**src/rtl/tdm_demux_4ch.sv**
```systemverilog
// Receive end of a 4-channel word-interleaved TDM link: collects SOF-aligned frames and presents them registered.
// Optional macro TDM_DEMUX_TIMEOUT_EN aborts a stalled frame after 15 consecutive idle cycles.
module tdm_demux_4ch #(
    parameter int WIDTH = 8
) (
    input  logic             clk_in,
    input  logic             rst_n_in,
    input  logic [WIDTH-1:0] data_in,
    input  logic             valid_in,
    input  logic             sof_in,
    output logic [WIDTH-1:0] ch0_out,
    output logic [WIDTH-1:0] ch1_out,
    output logic [WIDTH-1:0] ch2_out,
    output logic [WIDTH-1:0] ch3_out,
    output logic             frame_valid_out,
    output logic             busy_out,
    output logic             err_out
);

    typedef enum logic {
        IDLE,
        COLLECT
    } state_t;

    state_t           state;
    logic [1:0]       cnt;
    logic [WIDTH-1:0] sh [0:3];
`ifdef TDM_DEMUX_TIMEOUT_EN
    logic [3:0]       idle_cnt;
`endif

    assign busy_out = (state == COLLECT);

    // Channel 3 goes straight from data_in to ch3_out, so sh[3] only ever holds its reset value.
    always_ff @(posedge clk_in or negedge rst_n_in) begin
        if (!rst_n_in) begin
            state           <= IDLE;
            cnt             <= 2'd0;
            for (int i = 0; i < 4; i++) sh[i] <= '0;
            ch0_out         <= '0;
            ch1_out         <= '0;
            ch2_out         <= '0;
            ch3_out         <= '0;
            frame_valid_out <= 1'b0;
            err_out         <= 1'b0;
`ifdef TDM_DEMUX_TIMEOUT_EN
            idle_cnt        <= 4'd0;
`endif
        end else begin
            frame_valid_out <= 1'b0;
            err_out         <= 1'b0;
            case (state)
                IDLE: begin
                    if (valid_in) begin
                        if (sof_in) begin
                            sh[0] <= data_in;
                            cnt   <= 2'd1;
                            state <= COLLECT;
`ifdef TDM_DEMUX_TIMEOUT_EN
                            idle_cnt <= 4'd0;
`endif
                        end else begin
                            err_out <= 1'b1;
                        end
                    end
                end
                COLLECT: begin
                    if (valid_in) begin
`ifdef TDM_DEMUX_TIMEOUT_EN
                        idle_cnt <= 4'd0;
`endif
                        // A premature SOF drops the partial frame and restarts on the new one.
                        if (sof_in) begin
                            err_out <= 1'b1;
                            sh[0]   <= data_in;
                            cnt     <= 2'd1;
                        end else if (cnt == 2'd3) begin
                            ch0_out         <= sh[0];
                            ch1_out         <= sh[1];
                            ch2_out         <= sh[2];
                            ch3_out         <= data_in;
                            frame_valid_out <= 1'b1;
                            cnt             <= 2'd0;
                            state           <= IDLE;
                        end else begin
                            sh[cnt] <= data_in;
                            cnt     <= cnt + 2'd1;
                        end
                    end
`ifdef TDM_DEMUX_TIMEOUT_EN
                    // idle_cnt reads 14 on the 15th consecutive idle cycle.
                    else if (idle_cnt == 4'd14) begin
                        state    <= IDLE;
                        cnt      <= 2'd0;
                        err_out  <= 1'b1;
                        idle_cnt <= 4'd0;
                    end else begin
                        idle_cnt <= idle_cnt + 4'd1;
                    end
`endif
                end
                default: state <= IDLE;
            endcase
        end
    end

endmodule

```
**config.mk**
```make
export PLATFORM = sky130hd
export DESIGN_NAME = tdm_demux_4ch
export DESIGN_NICKNAME = d
export VERILOG_FILES = /design/src/rtl/tdm_demux_4ch.sv
export SDC_FILE = /design/constraint.sdc
export NUM_CORES = 1
export LEC_CHECK = 0
export BUFFER_PORTS_ARGS = -buffer_cell sky130_fd_sc_hd__buf_2
export CORE_MARGIN = 2
export CORE_UTILIZATION = 45
export CTS_CLUSTER_DIAMETER = 80
export DETAILED_ROUTE_END_ITERATION = 10
export GPL_TIMING_DRIVEN = 1
export HOLD_SLACK_MARGIN = 0.05
export MAX_ROUTING_LAYER = met4
export PLACE_DENSITY = 0.67
export REMOVE_ABC_BUFFERS = 1
export SETUP_SLACK_MARGIN = 0.3
export SLEW_MARGIN = 20
export SYNTH_ARGS = -nofsm -noshare
export SYNTH_HDL_FRONTEND = slang
export SYNTH_SLANG_ARGS = --single-unit
```
**constraint.sdc**
```tcl
create_clock -name clk_in -period 4.14 [get_ports clk_in]
set_input_delay 0 -clock clk_in [delete_from_list [all_inputs] [get_ports clk_in]]
set_output_delay 0 -clock clk_in [all_outputs]
set_load 0.02 [all_outputs]
```
==> results of run 1 <==
[logic make-up (layout without fill, tap and decap cells)]
kind of cell / after synthesis / count (layout) / share of synthesized area
flops: 61 / 61 / 0.613
mux: 56 / 56 / 0.297
simple gates: 11 / 11 / 0.0271
buf+inv: 7 / 76 / 0.0201
compound gates: 6 / 6 / 0.0191
fa+ha+maj: 4 / 4 / 0.0201
xor+xnor: 1 / 1 / 0.00352
[final cells by class]
| class | count | area share |
|---|---|---|
| Tap cell | 72 | 0.0295 |
| Inverter | 3 | 0.00369 |
| Timing Repair Buffer | 58 | 0.114 |
| Clock inverter | 4 | 0.00819 |
| Multi-Input combinational cell | 78 | 0.299 |
| Sequential cell | 61 | 0.500 |
| Clock buffer | 11 | 0.0463 |
[synth_stat cells]
master    instances  area share
mux2_4           29        0.17
dfrtp_1          61        0.61
and4bb_2          1      0.0050
xnor2_1           1      0.0035
inv_1             3      0.0045
o21bai_1          1      0.0030
buf_6             3       0.014
mux2_2           27        0.12
nand2_2           3      0.0075
buf_2             1      0.0020
nand2_1           4      0.0060
nand2b_1          1      0.0025
a22o_1            3       0.011
ha_1              4       0.020
and2_1            1      0.0025
and3b_1           1      0.0035
o21ai_0           1      0.0020
o21ai_2           1      0.0035
[worst max path at each step]
| stage | from | end | cells past startpoint |
|---|---|---|---|
| 2_1_floorplan | busy_out$_DFF_PN0_ | ch0_out[7]$_DFFE_PN0P_ | 3 |
| 3_3_place_gp | cnt[0]$_DFFE_PN0P_ | ch0_out[7]$_DFFE_PN0P_ | 3 |
| 3_5_place_dp | cnt[0]$_DFFE_PN0P_ | ch1_out[7]$_DFFE_PN0P_ | 3 |
| 4_1_cts | cnt[0]$_DFFE_PN0P_ | ch1_out[7]$_DFFE_PN0P_ | 3 |
| 5_1_grt | cnt[0]$_DFFE_PN0P_ | ch1_out[7]$_DFFE_PN0P_ | 3 |
| 6_report | cnt[0]$_DFFE_PN0P_ | ch1_out[7]$_DFFE_PN0P_ | 3 |
[what timing repair did]
item                      in CTS  in global routing
resized for setup              0                  0
hold buffers                  11                  0
hold endpoints to repair      96                  0
[power groups by stage]
stage          Clock, mW  Combinational (mW)  Sequential [mW]
6_report           0.442               0.809             1.02
5_1_grt            0.488               0.873             1.06
4_1_cts            0.463               0.825             1.02
3_5_place_dp           0               0.815             1.03
3_3_place_gp           0               0.791             1.00
2_1_floorplan          0               0.396             1.17
[sequential cells by signal (all words and copies together) (netlist names)]
signal and cells:
sh 24, ch0_out 8, ch1_out 8, ch2_out 8, ch3_out 8, cnt 2, busy_out 1, err_out 1
frame_valid_out 1
[routing by layer]
| metal | up-vias | track usage | wire [um] |
|---|---|---|---|
| met2 | 37 | 0.257 | 2160 |
| met5 | - | - | 0 |
| li1 | 639 | - | - |
| met1 | 687 | 0.206 | 1930 |
| met4 | 0 | 0.0842 | 80 |
| met3 | 9 | 0.0356 | 190 |
[metrics by stage]
| step | instances | utilization | setup WS (ns) | cell area, um^2 |
|---|---|---|---|---|
| final | 287 | 0.562 | 2.07 | 3060 |
| after global routing | 287 | 0.562 | 1.95 | 3060 |
| after CTS | 287 | 0.562 | 2.06 | 3060 |
| after detailed placement | 261 | 0.511 | 2.07 | 2780 |
| after global placement | 261 | 0.511 | 2.18 | 2780 |
| after floorplan | 142 | - | 2.27 | 2450 |
[worst min-delay path, delay by kind of cell]
kind	cells	cell delay (ns)
buffers and inverters	3	1.18
==> metrics.txt, run 1 <==
register area share after synthesis 0.613; max cap viols 0; DR pass1 iterations 4; Remaining Overflow, GRT 0; Post-DRT Antenna Nets 0; worst vdd rail ir drop 0.000360 V; footprint of the multi-input gates 913 um^2; worst hold path type in -> async; hpwl dp 2890 um; NetSw 0.754 mW; Lkg Pwr 1.60 nW; CTS tree done; r2r setup slk 2.07 ns; CTS H-tree lvls 3; Distinct cells, synth 18; DRT iter0 DRCs 54; most frequent cells in the layout dfrtp_1 (61), buf_2 (46), mux2_4 (29); vias in the first global route 1521; first-pass GRT wire length 7410 um; overall routed net length 4370 um; Setup crit end kind flip-flop; WP buf/inv 0; reg2reg start cnt[0]$_DFFE_PN0P_; clk_skew 0.00503 ns; Die Span Y 78.4 um; largest net degree at the start of global routing 62; worst path arrival time 2.28 ns; yosys warns 0; Post-Syn Area 0.00249 mm^2; Tot Pwr 2.27 mW; IO Count 47; Worst setup SP type flip-flop; CTS Buf Count 9; Worst-Margin Slew 1.08 ns; Vias 1372; Comb pwr share 0.357; worst-case clock buffer depth 2; die width 78.4 um; clk sink count 61; RSZ-0062 raised after global routing no; Synth Register Bits 61; cell count after synthesis 146; initial antenna violation count 0; clock root buffer clkbuf_8; Seq pwr share 0.448; Fin. Hold Viols 0; Wirelength per Cell 15.2 um; Rel. slew slack 0.277; Avg Vias per Cell 4.78; cells on worst reg2reg path 3; core box area 0.00544 mm^2; storage element area 0.00153 mm^2; worst skew pair latency 0.33 ns; Crit Path Category reg -> reg; RR Endpoint ch1_out[7]$_DFFE_PN0P_; die area 0.00614 mm^2; leading cell type in the layout, fill and taps excluded dfrtp_1; result of the run finished, final reports clean; Inserted Diodes 0; CP max-delay cell nand2_2; port bufs 46; post-CTS setup buffer count 0; Int Pwr 1.51 mW; Fillers 455; CP top delay family simple AND/OR/NAND/NOR gates; Slew Limit Fails 0; initial core utilization 0.458; layout cells sized above 1 0.567; count of final setup violators 0; Total Neg Setup Slack 0 ns; hold_ws 0.340 ns; Max Fclk 483 MHz; # DRC 0; Sw Ratio 0.332; Final min period 2.07 ns; crit-path max cell delay 0.79 ns; Avg Inst Size Synth 17.1 um^2; Reg clk slew, reported paths 0.07 ns; Final Cycle Share 0.500; GRT Resource Usage Total 0.166; clock share of power 0.195; CP Max Fanout 33; fin nets 227; Rows 27; CP required 4.35 ns; Final Wtd Congestion 0.704; Layout area overhead 22.7%; crit path cell chain ha_1, nand2_2, mux2_2; pwr dens 742 mW/mm^2
No activity file was read; power rests on OpenSTA's default activity.
==> inputs of run 2 (changes only) <==
--- a/config.mk
+++ b/config.mk
@@ -5,6 +5,7 @@
 export SDC_FILE = /design/constraint.sdc
 export NUM_CORES = 1
 export LEC_CHECK = 0
+export ABC_AREA = 1
 export BUFFER_PORTS_ARGS = -buffer_cell sky130_fd_sc_hd__buf_2
 export CORE_MARGIN = 2
 export CORE_UTILIZATION = 45
@@ -13,7 +14,7 @@
 export GPL_TIMING_DRIVEN = 1
 export HOLD_SLACK_MARGIN = 0.05
 export MAX_ROUTING_LAYER = met4
-export PLACE_DENSITY = 0.67
+export PLACE_DENSITY = 0.7
 export REMOVE_ABC_BUFFERS = 1
 export SETUP_SLACK_MARGIN = 0.3
 export SLEW_MARGIN = 20
==> constraint.sdc (replaced) <==
create_clock -name clk_in -period 1.8 [get_ports clk_in]
set_input_delay 0 -clock clk_in [delete_from_list [all_inputs] [get_ports clk_in]]
set_output_delay 0 -clock clk_in [all_outputs]
set_load 0.02 [all_outputs]
==> metrics.txt, run 2 <==
pwr dens 1620 mW/mm^2; Synth area leader dfrtp_1; Reg clk slew, reported paths 0.07 ns; die width 78.0 um; NetSw 1.82 mW; Distinct cells, synth 17; vias in the first global route 1872; Max Fclk 717 MHz; Final Non-Filler Cells 406; worst hold path type in -> async; port bufs 46; clk sink count 61; Post-DRT Antenna Nets 0; Tot Pwr 4.98 mW; Avg Vias per Cell 4.64; final instance area 0.00308 mm^2; Final min period 1.40 ns; die area 0.00608 mm^2; CTS H-tree lvls 3; dominant synthesized flop cell dfrtp_1; Seq pwr share 0.444; Remaining Overflow, GRT 0; count of final setup violators 0; Post-synth EDFFs 0; Die Span Y 78.0 um; Synth Register Bits 61; top-area cell type share of the netlist area 0.620; Final Cycle Share 0.775; DRT iter0 DRCs 107; Post-Syn Area 0.00246 mm^2; Slew Limit Fails 0; Comb pwr share 0.317; worst-case clock buffer depth 2; Layout area overhead 25.0%; worst path arrival time 1.62 ns; Lkg Pwr 1.70 nW; clock share of power 0.239; CTS Buf Count 9; post-route setup slack 0.405 ns; Wirelength per Cell 11.9 um; Crit Path Category reg -> reg; Vias 1885; Rel. slew slack 0.500; DR pass1 iterations 4; dpl cell area 0.00275 mm^2; cell count after synthesis 267; most frequent cell after synthesis nand2_1; result of the run finished, final reports clean; layout cells sized above 1 0.226; overall routed net length 4850 um; most frequent cells in the layout nand2_1 (129), dfrtp_1 (61), buf_2 (46); clock root buffer clkbuf_8; worst vdd rail ir drop 0.000747 V; Total Neg Setup Slack 0 ns; register area share after synthesis 0.620; IO Count 47; cell count after placement 379; RSZ-0062 raised after global routing no; Setup crit end kind flip-flop; ranking of synthesized cells by instance count nand2_1 (130), dfrtp_1 (61), o21ai_0 (17), inv_1 (12), a21oi_1 (11); hpwl dp 3060 um; Top reg by flops sh; initial antenna violation count 0; core box area 0.00520 mm^2; initial core utilization 0.473; Final Wtd Congestion 0.866; max FFs per register 24; hold_ws 0.347 ns; Int Pwr 3.16 mW; clk_skew 0.00681 ns; Worst-Margin Slew 0.750 ns; Inserted Diodes 0; # DRC 0; Sw Ratio 0.365; CP required 2.02 ns; largest net degree at the start of global routing 62; Avg Inst Size Synth 9.23 um^2; top post-synthesis cells by area dfrtp_1 (62%), nand2_1 (20%), o21ai_0 (3.5%), a21oi_1 (2.2%), ha_1 (2.0%); yosys warns 0; CP Max Fanout 8; leading cell type in the layout, fill and taps excluded nand2_1; final design utilization 0.592; CTS tree done; Worst setup SP type flip-flop; Rows 26; worst slack, placed 0.236 ns; fin nets 347; first-pass GRT wire length 8530 um; Fin. Hold Viols 0; GRT Resource Usage Total 0.186; fraction of registers with async set or reset after synthesis 1.00; max cap viols 0; worst skew pair latency 0.34 ns
[run 2: changes by cell type in the layout (fill, tap and decap cells not counted), sizes merged, moves of 2 or more]
| cell | before | now |
|---|---|---|
| a21oi | 0 | 11 |
| a22o | 3 | 0 |
| buf | 47 | 50 |
| inv | 3 | 13 |
| mux2 | 56 | 0 |
| nand2 | 7 | 132 |
| nand3 | 0 | 3 |
| nand3b | 0 | 2 |
| nor2 | 0 | 5 |
| o21ai | 2 | 27 |
[run 2: metal layers]
metal	wire length (um)	vias up	track usage	part of all wire
met5	0	-	-	0
met4	101	0	0.0877	0.021
met3	260	11	0.0523	0.054
met2	2180	43	0.274	0.45
met1	2300	861	0.240	0.47
li1	-	970	-	-
[run 2: final timing paths]
| check | slack (ns) | from | depth (start not counted) | endpoint |
|---|---|---|---|---|
| setup / recovery | 0.40 | cnt[0]$_DFFE_PN0P_ | 7 | sh[28]$_DFFE_PN0P_ |
| hold / removal | 0.35 | rst_n_in | 3 | ch3_out[7]$_DFFE_PN0P_ |
| setup reg to reg | 0.40 | cnt[0]$_DFFE_PN0P_ | 7 | sh[28]$_DFFE_PN0P_ |
| hold reg to reg | 0.47 | sh[13]$_DFFE_PN0P_ | 2 | ch2_out[5]$_DFFE_PN0P_ |
| max in group asynchronous | 0.96 | rst_n_in | 3 | sh[29]$_DFFE_PN0P_ |
| min in group clk_in | 0.47 | sh[13]$_DFFE_PN0P_ | 2 | ch2_out[5]$_DFFE_PN0P_ |
[run 2: cells by family after synthesis]
| group | share of synthesized area |
|---|---|
| AO/OA/AOI/OAI | 0.0772 |
| adder cells (fa/ha/maj) | 0.0203 |
| buffers and inverters | 0.0488 |
| flip-flops | 0.620 |
| AND/OR/NAND/NOR | 0.234 |
[run 2: area by class of cell]
| type | instances | area (um^2) |
|---|---|---|
| clock buffer | 12 | 145 |
| clock inverter | 4 | 47.5 |
| fill | 486 | 2120 |
| inverter | 14 | 56.3 |
| multi-input combinational | 184 | 847 |
| sequential | 61 | 1530 |
| tap | 70 | 87.6 |
| timing repair buffer | 61 | 370 |
[run 2: power by group through the flow]
stage          Sequential, mW  Clock [mW]  Combinational [mW]
2_1_floorplan            2.58           0               0.651
3_3_place_gp             2.23           0                1.51
3_5_place_dp             2.24           0                1.55
4_1_cts                  2.22        1.21                1.59
5_1_grt                  2.29        1.28                1.79
6_report                 2.21        1.19                1.58
[run 2: critical path, cell delays in order, from the launching register on]
cell	delay (ns)
dfrtp_1	0.41
ha_2	0.23
nor2_4	0.18
nand2_1	0.09
nor2_1	0.17
nor2_4	0.09
nand2_1	0.07
nand2_1	0.05
[run 2: what timing repair did]
action | in CTS | in global routing
setup buffers | 0 | 0
hold buffers | 11 | 0
setup endpoints to repair | 14 | 49
pin swaps | 0 | 2
resized for setup | 2 | 7
endpoints found under the hold margin | 92 | 0
